===== config.mk =====
export PLATFORM = sky130hd
export DESIGN_NAME = cache_mem_arbiter_flat
export DESIGN_NICKNAME = d
export VERILOG_FILES = /design/src/rtl/cache_mem_arbiter_if.sv /design/src/rtl/cache_mem_arbiter.sv /design/src/flat_wrapper.sv
export SDC_FILE = /design/constraint.sdc
export NUM_CORES = 1
export LEC_CHECK = 0
export BUFFER_PORTS_ARGS = -buffer_cell sky130_fd_sc_hd__buf_2
export CAP_MARGIN = 20
export CORE_MARGIN = 2
export CORE_UTILIZATION = 39
export CTS_CLUSTER_DIAMETER = 150
export DETAILED_ROUTE_END_ITERATION = 10
export GPL_ROUTABILITY_DRIVEN = 1
export MAX_ROUTING_LAYER = met4
export PLACE_DENSITY = 0.82
export SLEW_MARGIN = 10
export SYNTH_ARGS = -nofsm -noshare
export SYNTH_HDL_FRONTEND = slang
export SYNTH_SLANG_ARGS = --single-unit

===== constraint.sdc =====
create_clock -name clk -period 2.3 [get_ports clk]
set_input_delay 0.345 -clock clk [delete_from_list [all_inputs] [get_ports clk]]
set_output_delay 0.345 -clock clk [all_outputs]
set_load 0.1 [all_outputs]

===== src/rtl/cache_mem_arbiter_if.sv =====
// Bundle of the cache-side request/fill signals and the shared main-memory port
// seen by cache_mem_arbiter; the master modport is the arbiter's view.
interface cache_mem_arbiter_if;
  logic        icache_req;
  logic [15:0] icache_addr;
  logic        dcache_req;
  logic [15:0] dcache_addr;
  logic        dcache_wr_req;
  logic [15:0] dcache_wr_addr;
  logic [15:0] dcache_wr_data;
  logic        mem_enable;
  logic        mem_wr;
  logic [15:0] mem_addr;
  logic [15:0] mem_wdata;
  logic        mem_data_valid;
  logic [15:0] mem_rdata;
  logic        icache_data_valid;
  logic        dcache_data_valid;
  logic [15:0] fill_data;
  logic        dcache_wr_ack;
  logic        i_grant;
  logic        d_grant;

  modport master (
    input  icache_req, icache_addr, dcache_req, dcache_addr,
    input  dcache_wr_req, dcache_wr_addr, dcache_wr_data,
    input  mem_data_valid, mem_rdata,
    output mem_enable, mem_wr, mem_addr, mem_wdata,
    output icache_data_valid, dcache_data_valid, fill_data,
    output dcache_wr_ack, i_grant, d_grant
  );

  modport slave (
    output icache_req, icache_addr, dcache_req, dcache_addr,
    output dcache_wr_req, dcache_wr_addr, dcache_wr_data,
    output mem_data_valid, mem_rdata,
    input  mem_enable, mem_wr, mem_addr, mem_wdata,
    input  icache_data_valid, dcache_data_valid, fill_data,
    input  dcache_wr_ack, i_grant, d_grant
  );
endinterface


===== src/rtl/cache_mem_arbiter.sv =====
// Shares one multi-cycle main memory between I-fill, D-fill and D-side
// write-through stores; a fill issues a whole block of reads back-to-back.
module cache_mem_arbiter #(
  parameter int BEATS = 8
) (
  input  logic                clk,
  input  logic                rst,
  cache_mem_arbiter_if.master bus
);
  localparam int CW = $clog2(BEATS);
  localparam int BW = 15 - CW;

  typedef enum logic [1:0] {IDLE, IFILL, DFILL, DWRITE} state_t;

  state_t        state_q, state_d;
  logic [CW-1:0] issue_cnt_q, issue_cnt_d;
  logic [CW-1:0] ret_cnt_q, ret_cnt_d;
  logic          done_q, done_d;
  logic          last_d_q, last_d_d;
  logic [BW-1:0] base_q, base_d;

  logic          in_fill;
  logic          mem_enable;
  logic          mem_wr;
  logic [15:0]   mem_addr;
  logic [15:0]   mem_wdata;
  logic          icache_valid;
  logic          dcache_valid;
  logic          wr_ack;
  logic          unused_addr_bits;

  // Only the block address of a miss matters; the word offset comes from issue_cnt.
  assign unused_addr_bits = ^{bus.icache_addr[15-BW:0], bus.dcache_addr[15-BW:0]};

  always_ff @(posedge clk or posedge rst) begin
    if (rst) begin
      state_q     <= IDLE;
      issue_cnt_q <= '0;
      ret_cnt_q   <= '0;
      done_q      <= 1'b0;
      last_d_q    <= 1'b0;
      base_q      <= '0;
    end else begin
      state_q     <= state_d;
      issue_cnt_q <= issue_cnt_d;
      ret_cnt_q   <= ret_cnt_d;
      done_q      <= done_d;
      last_d_q    <= last_d_d;
      base_q      <= base_d;
    end
  end

  assign in_fill = (state_q == IFILL) || (state_q == DFILL);

  always_comb begin
    state_d      = state_q;
    issue_cnt_d  = issue_cnt_q;
    ret_cnt_d    = ret_cnt_q;
    done_d       = done_q;
    last_d_d     = last_d_q;
    base_d       = base_q;
    mem_enable   = 1'b0;
    mem_wr       = 1'b0;
    mem_addr     = '0;
    mem_wdata    = '0;
    icache_valid = 1'b0;
    dcache_valid = 1'b0;
    wr_ack       = 1'b0;

    case (state_q)
      IDLE: begin
        issue_cnt_d = '0;
        ret_cnt_d   = '0;
        done_d      = 1'b0;
        // An I-miss starved by the previous D-side owner jumps the fixed order.
        if (last_d_q && bus.icache_req) begin
          state_d = IFILL;
          base_d  = bus.icache_addr[15 -: BW];
        end else if (bus.dcache_req) begin
          state_d = DFILL;
          base_d  = bus.dcache_addr[15 -: BW];
        end else if (bus.dcache_wr_req) begin
          state_d = DWRITE;
        end else if (bus.icache_req) begin
          state_d = IFILL;
          base_d  = bus.icache_addr[15 -: BW];
        end
      end

      IFILL, DFILL: begin
        if (!done_q) begin
          mem_enable  = 1'b1;
          mem_addr    = {base_q, issue_cnt_q, 1'b0};
          issue_cnt_d = issue_cnt_q + 1'b1;
          if (issue_cnt_q == CW'(BEATS - 1)) begin
            done_d = 1'b1;
          end
        end
        // Returns are counted even if the owner dropped its request, so the
        // memory pipeline is always drained before the next grant.
        if (bus.mem_data_valid) begin
          icache_valid = (state_q == IFILL);
          dcache_valid = (state_q == DFILL);
          ret_cnt_d    = ret_cnt_q + 1'b1;
          if (ret_cnt_q == CW'(BEATS - 1)) begin
            state_d  = IDLE;
            last_d_d = (state_q == DFILL);
          end
        end
      end

      DWRITE: begin
        mem_enable = 1'b1;
        mem_wr     = 1'b1;
        mem_addr   = bus.dcache_wr_addr;
        mem_wdata  = bus.dcache_wr_data;
        wr_ack     = 1'b1;
        last_d_d   = 1'b1;
        state_d    = IDLE;
      end

      default: state_d = IDLE;
    endcase
  end

  assign bus.mem_enable        = mem_enable;
  assign bus.mem_wr            = mem_wr;
  assign bus.mem_addr          = mem_addr;
  assign bus.mem_wdata         = mem_wdata;
  assign bus.icache_data_valid = icache_valid;
  assign bus.dcache_data_valid = dcache_valid;
  assign bus.dcache_wr_ack     = wr_ack;
  assign bus.i_grant           = (state_q == IFILL);
  assign bus.d_grant           = (state_q == DFILL);
  // Read data is shown only while a fill owns memory, so idle/reset outputs stay 0.
  assign bus.fill_data         = in_fill ? bus.mem_rdata : 16'h0000;

endmodule


===== src/flat_wrapper.sv =====
// flat-port wrapper written by rule: the top's interface ports become plain ports
module cache_mem_arbiter_flat 
#(
  parameter int BEATS = 8
)
  (clk, rst, bus_icache_req, bus_icache_addr, bus_dcache_req, bus_dcache_addr, bus_dcache_wr_req, bus_dcache_wr_addr, bus_dcache_wr_data, bus_mem_data_valid, bus_mem_rdata, bus_mem_enable, bus_mem_wr, bus_mem_addr, bus_mem_wdata, bus_icache_data_valid, bus_dcache_data_valid, bus_fill_data, bus_dcache_wr_ack, bus_i_grant, bus_d_grant);
  cache_mem_arbiter_if bus_i ();
  input  logic clk;
  input  logic rst;
  input wire logic [$bits(bus_i.icache_req)-1:0] bus_icache_req;
  input wire logic [$bits(bus_i.icache_addr)-1:0] bus_icache_addr;
  input wire logic [$bits(bus_i.dcache_req)-1:0] bus_dcache_req;
  input wire logic [$bits(bus_i.dcache_addr)-1:0] bus_dcache_addr;
  input wire logic [$bits(bus_i.dcache_wr_req)-1:0] bus_dcache_wr_req;
  input wire logic [$bits(bus_i.dcache_wr_addr)-1:0] bus_dcache_wr_addr;
  input wire logic [$bits(bus_i.dcache_wr_data)-1:0] bus_dcache_wr_data;
  input wire logic [$bits(bus_i.mem_data_valid)-1:0] bus_mem_data_valid;
  input wire logic [$bits(bus_i.mem_rdata)-1:0] bus_mem_rdata;
  output wire logic [$bits(bus_i.mem_enable)-1:0] bus_mem_enable;
  output wire logic [$bits(bus_i.mem_wr)-1:0] bus_mem_wr;
  output wire logic [$bits(bus_i.mem_addr)-1:0] bus_mem_addr;
  output wire logic [$bits(bus_i.mem_wdata)-1:0] bus_mem_wdata;
  output wire logic [$bits(bus_i.icache_data_valid)-1:0] bus_icache_data_valid;
  output wire logic [$bits(bus_i.dcache_data_valid)-1:0] bus_dcache_data_valid;
  output wire logic [$bits(bus_i.fill_data)-1:0] bus_fill_data;
  output wire logic [$bits(bus_i.dcache_wr_ack)-1:0] bus_dcache_wr_ack;
  output wire logic [$bits(bus_i.i_grant)-1:0] bus_i_grant;
  output wire logic [$bits(bus_i.d_grant)-1:0] bus_d_grant;
  assign bus_i.icache_req = bus_icache_req;
  assign bus_i.icache_addr = bus_icache_addr;
  assign bus_i.dcache_req = bus_dcache_req;
  assign bus_i.dcache_addr = bus_dcache_addr;
  assign bus_i.dcache_wr_req = bus_dcache_wr_req;
  assign bus_i.dcache_wr_addr = bus_dcache_wr_addr;
  assign bus_i.dcache_wr_data = bus_dcache_wr_data;
  assign bus_i.mem_data_valid = bus_mem_data_valid;
  assign bus_i.mem_rdata = bus_mem_rdata;
  assign bus_mem_enable = bus_i.mem_enable;
  assign bus_mem_wr = bus_i.mem_wr;
  assign bus_mem_addr = bus_i.mem_addr;
  assign bus_mem_wdata = bus_i.mem_wdata;
  assign bus_icache_data_valid = bus_i.icache_data_valid;
  assign bus_dcache_data_valid = bus_i.dcache_data_valid;
  assign bus_fill_data = bus_i.fill_data;
  assign bus_dcache_wr_ack = bus_i.dcache_wr_ack;
  assign bus_i_grant = bus_i.i_grant;
  assign bus_d_grant = bus_i.d_grant;
  cache_mem_arbiter #(.BEATS(BEATS)) u_core (.clk(clk), .rst(rst), .bus(bus_i));
endmodule

== Word-level counts from Yosys, hierarchy flattened ==
Index checks and enable logic that the tools add are counted.

* Output and inout port bits: 55
* Register bits: 22
* Input port bits: 86
* Logic and storage cells: 62

* Add/subtract/negate cells: 2
* Reduce and logical (&&, ||, !) cells: 12
* Equality and inequality tests: 10
* Mux-type cells: 32

{| class="wikitable"
|+ Operators by type and width
! kind !! number
|-
| $mux W12 || 4
|-
| $mux W16 || 3
|-
| $pmux W16 S2 || 1
|-
| $mux W2 || 6
|-
| $pmux W3 S2 || 2
|-
| $mux W1 || 10
|-
| $reduce_and A3 Y1 || 3
|-
| $add A3 B1 Y3 const B || 2
|-
| $eq A3 B3 Y1 const B || 2
|-
| $mux W3 || 2
|-
| $pmux W1 S2 || 3
|-
| $pmux W2 S3 || 1
|-
| $ne A5 B4 Y1 const B || 1
|-
| $eq A2 B2 Y1 const B || 2
|-
| $ne A2 B2 Y1 const B || 2
|-
| $reduce_and A2 Y1 || 2
|-
| $reduce_bool A2 Y1 || 2
|-
| $ne A3 B2 Y1 const B || 1
|-
| $reduce_bool A3 Y1 || 1
|-
| $eq A2 B1 Y1 const B || 1
|-
| $logic_not A2 Y1 || 1
|-
| $ne A2 B1 Y1 const B || 1
|-
| $reduce_or A2 Y1 || 1
|-
| $logic_and A1 B1 Y1 || 1
|-
| $logic_or A1 B1 Y1 || 1
|}

== Depth between registers and ports, before layout ==
* Depth after elaboration: 5
* Gate-level depth with buffers: 7

== Worst setup path after synthesis ==
OpenSTA, ideal clock, no wires.

* Path type: flip-flop to output port
* Start point: register u_core.state_q[1]
* End point: output bus_mem_addr[1]
* Arrival: 3.213 ns
* Path slack: -1.258 ns
* Cell stages (with the launch flop): 6
* Cells stage by stage: dfrtp_1 > ha_1 > clkbuf_1 > clkbuf_1 > a22oi_1 > nor2_1

* Cells in the longest elaborated chain, start to end: 3
* Elaborated cells between the ends (all ways): 5
* Classes of those cells: 3 x eq/ne; 1 x mux; 1 x reduce/logical

{| class="wikitable"
|+ Ends and longest elaborated chain
! item !! RTL line !! RTL
|-
| start: declaration || cache_mem_arbiter.sv:15 || <nowiki>state_t state_q, state_d;</nowiki>
|-
| start signal: assignment || cache_mem_arbiter.sv:44 || <nowiki>state_q <= state_d;</nowiki>
|-
| $eq A2 B1 Y1 / $eq A2 B2 Y1 (equally long branches) || cache_mem_arbiter.sv:70 || <nowiki>case (state_q)</nowiki>
|-
| $reduce_or A2 Y1 || cache_mem_arbiter.sv:70 ||
|-
| $pmux W16 S2 * || cache_mem_arbiter.sv:70 ||
|-
| end: declaration || flat_wrapper.sv:21 || <nowiki>output wire logic [$bits(bus_i.mem_addr)-1:0] bus_mem_addr;</nowiki>
|}

Every way passes the cells marked *; elsewhere a longest branch is shown, timed or not.

== Worst setup path after layout ==
* Start point: register u_core.state_q[0]
* End point: output bus_mem_addr[4]

The elaborated chain is that of the path after synthesis.

==> impl_metrics.env <==
export IMPL_synth_area_leaders="dfrtp_1 33%, mux2_2 17%, and2_1 13%, ha_1 7.6%, a22oi_1 6.8%"
export IMPL_fin_ws_ns=0.0760
export IMPL_syn_inst=176
export IMPL_r2r_slack_ns=0.38
export IMPL_clk_pin_slew_ns=0.08
export IMPL_nNetsFinal=403
export IMPL_hold_viol=0
export IMPL_place_congestion=0.777
export IMPL_cap_violations=0
export IMPL_synthAdderAreaFrac_pct=7.57
export IMPL_grtUsageTotal_pct=23.7
export IMPL_period_minus_slack_ns=2.22
export IMPL_io_pins=141
export IMPL_drt_vias_per_instance=5.18
export IMPL_finish_utilization_pct=78.5
export IMPL_cts_max_path_buffers=2
export IMPL_rows=23
export IMPL_drt_iter0_markers=98
export IMPL_grt_max_degree=38
export IMPL_ys_seq_area_share_pct=33.3
export IMPL_ant_nets=0
export IMPL_grt_overflow_total=0
export IMPL_routed_wl_um=5320
export IMPL_synth_mux_area_share_pct=18.3
export IMPL_synthXorXnorAreaFrac_pct=0
export IMPL_synth_largest_area_cell="dfrtp_1"
export IMPL_area_growth_pct=91.4
export IMPL_synth_top_family_by_area="simple AND/OR/NAND/NOR gates"
export IMPL_cp_required_ns=1.96
export IMPL_tns_ns=0
export IMPL_reg2reg_depth=6
export IMPL_dp_cells=351
export IMPL_post_route_drc_count=0
export IMPL_startpoint="u_core.state_q[0]"
export IMPL_core_um2=4030
export IMPL_cpPeakStageDelay_ns=0.46
export IMPL_cts_sinks=22
export IMPL_antennaDiodeCount=0
export IMPL_crit_slowest_cell="dfrtp_2"
export IMPL_die_h_um=69.1
export IMPL_max_slew_margin_rel_pct=43.5
export IMPL_dr_pass1_iters=4
export IMPL_syn_area_um2=1650
export IMPL_max_freq_ghz=0.450
export IMPL_synth_top_area_share_pct=33.3
export IMPL_critPathKind="reg2out"
export IMPL_critPathLaunchType="flip-flop"
export IMPL_yosysUniqueCellTypes=30
export IMPL_reg2reg_from="u_core.state_q[0]"
export IMPL_rsz0062_at_grt="yes"
export IMPL_status="complete, no violations"
export IMPL_synth_compound_area_share_pct=13.9
export IMPL_pre_cts_ws_ns=0.177
export IMPL_htree_levels=1
export IMPL_layout_drive_gt1_share_pct=72.5
export IMPL_cp_end_kind="output pin"
export IMPL_r2r_end="u_core.state_q[0]"
export IMPL_cts_root_buf="clkbuf_8"
export IMPL_routed_via_count=1845
export IMPL_numCtsBuffers=3
export IMPL_stdcell_count=356
export IMPL_synth_warnings=0
export IMPL_arrival_ns=1.88
export IMPL_yosys_area_share_simple_pct=21.7
export IMPL_syn_num_nets=272
export IMPL_crit_chain="inv_2 > ha_2 > nor2b_4 > buf_6 > a22oi_1 > nor2_4 > buf_12"
export IMPL_final_max_slew_viol_count=0
export IMPL_fillCellCount=260
export IMPL_finalSetupViolCount=0
export IMPL_synth_seq_cells=22
export IMPL_grt_pass1_wl_um=9030
export IMPL_wl_per_cell_um=14.9
export IMPL_die_w_um=69.1
export IMPL_portBuffers=132
export IMPL_avgSynthCellArea_um2=9.39
export IMPL_initial_core_util_pct=41.0
export IMPL_dp_hpwl_um=4000
export IMPL_clkLatencyLatePin_ns=0.26
export IMPL_cts_setup_buffers=0
export IMPL_skew_ns=0.00189
export IMPL_worst_slew_pin_slew_ns=0.846
export IMPL_die_area_um2=4770
export IMPL_hold_class="in2async"
export IMPL_worstPathMaxFanout=7
export IMPL_grt_pass1_vias=1962
export IMPL_tritoncts="built"
export IMPL_antenna_found_initial=0
export IMPL_min_period_over_period_pct=96.7
-- registers in the layout, summed over array words and instances (netlist names) --
register            cells
u_core.done_q           1
u_core.base_q          12
u_core.issue_cnt_q      3
u_core.ret_cnt_q        3
u_core.state_q          2
u_core.last_d_q         1
-- what timing repair did --
item / 4_1_cts / 5_1_grt
endpoints found under the setup margin: 15 / 16
hold buffers: 0 / 0
gates resized for setup: 17 / 2
pin swaps: 0 / 6
gates cloned: 1 / 0
-- how the worst max path moves through the flow --
stage	to	slack, ns
after floorplan	bus_mem_addr[10]	-0.07
after global placement	bus_mem_addr[3]	0.22
after detailed placement	bus_mem_addr[7]	0.18
after CTS	bus_mem_addr[4]	0.003
after global routing	bus_mem_addr[4]	-0.02
final	bus_mem_addr[4]	0.08
-- through the flow --
step	hold WS, ns	instance area [um^2]
2_1_floorplan	0.334	1810
3_3_place_gp	0.478	3020
3_5_place_dp	0.490	3020
4_1_cts	0.263	3160
5_1_grt	0.311	3160
6_report	0.245	3160
-- cell families after synthesis --
logic type / count (synthesis)
AOI/OAI and AO/OA: 30
buffers and inverters: 18
adders and majority gates: 10
and+or+nand+nor: 69
muxes: 27
DFF: 22
-- cell usage after synthesis --
cell / n
o22a_1: 1
ha_1: 10
o32ai_1: 1
buf_4: 2
or2_2: 1
buf_1: 2
a21boi_0: 1
inv_1: 4
nand2b_1: 1
mux2_1: 1
nor2b_1: 2
buf_2: 2
dfrtp_1: 22
a21boi_2: 1
a21o_1: 1
and2_1: 34
nand2_1: 4
a32o_1: 2
a2111o_1: 1
a22oi_1: 15
mux2i_1: 1
and3_1: 1
o21ai_0: 2
mux2_2: 25
clkbuf_1: 7
a21oi_1: 3
nor3_1: 2
nor2_1: 24
buf_6: 1
a22o_1: 2
-- per-layer routing --
| layer | wire (um) | global-route usage, % | share of wire [%] | vias to the layer above |
|---|---|---|---|---|
| li1 | - | - | - | 870 |
| met3 | 428 | 5.26 | 8.0 | 10 |
| met5 | 0 | - | 0 | - |
| met1 | 1840 | 24.1 | 35 | 871 |
| met4 | 98 | 8.71 | 1.8 | 0 |
| met2 | 2950 | 43.9 | 56 | 94 |
-- placed cells by master (no fill, tap or decap) --
cell,count
a2111o_1,1
a21boi_0,1
a21boi_2,1
a21o_1,1
a21oi_1,3
a22o_1,2
a22oi_1,3
a22oi_2,12
a32o_1,2
and2_1,17
and2_2,17
and3_2,1
buf_12,34
buf_2,99
buf_4,5
buf_6,2
clkbuf_8,4
dfrtp_1,21
dfrtp_2,1
ha_1,8
ha_2,1
ha_4,1
inv_1,3
inv_2,1
mux2_1,1
mux2_2,25
mux2i_1,1
nand2_1,4
nand2b_1,1
nor2_1,8
nor2_4,16
nor2b_1,1
nor2b_4,1
nor3_1,2
o21ai_0,2
o22a_1,1
o32ai_1,1
or2_2,1
-- worst max-delay path, delay by kind of cell (launching register included) --
family,cells,cell delay (ns)
AOI/OAI and AO/OA,1,0.24
buffers and inverters,3,0.43
adders and majority gates,1,0.28
and+or+nand+nor,2,0.20
DFF,1,0.46
-- final cells by class --
class	count	area [um^2]	area share (%)
Timing Repair Buffer	140	1240	39.1
Clock buffer	4	55.1	1.74
Tap cell	50	62.6	1.98
Sequential cell	22	552	17.4
Multi-Input combinational cell	136	1240	39.3
Inverter	4	15.0	0.475
Power is left out: the tool's default activity adds up to more than one toggle a clock period on the data nets, which glitch-free logic cannot reach.
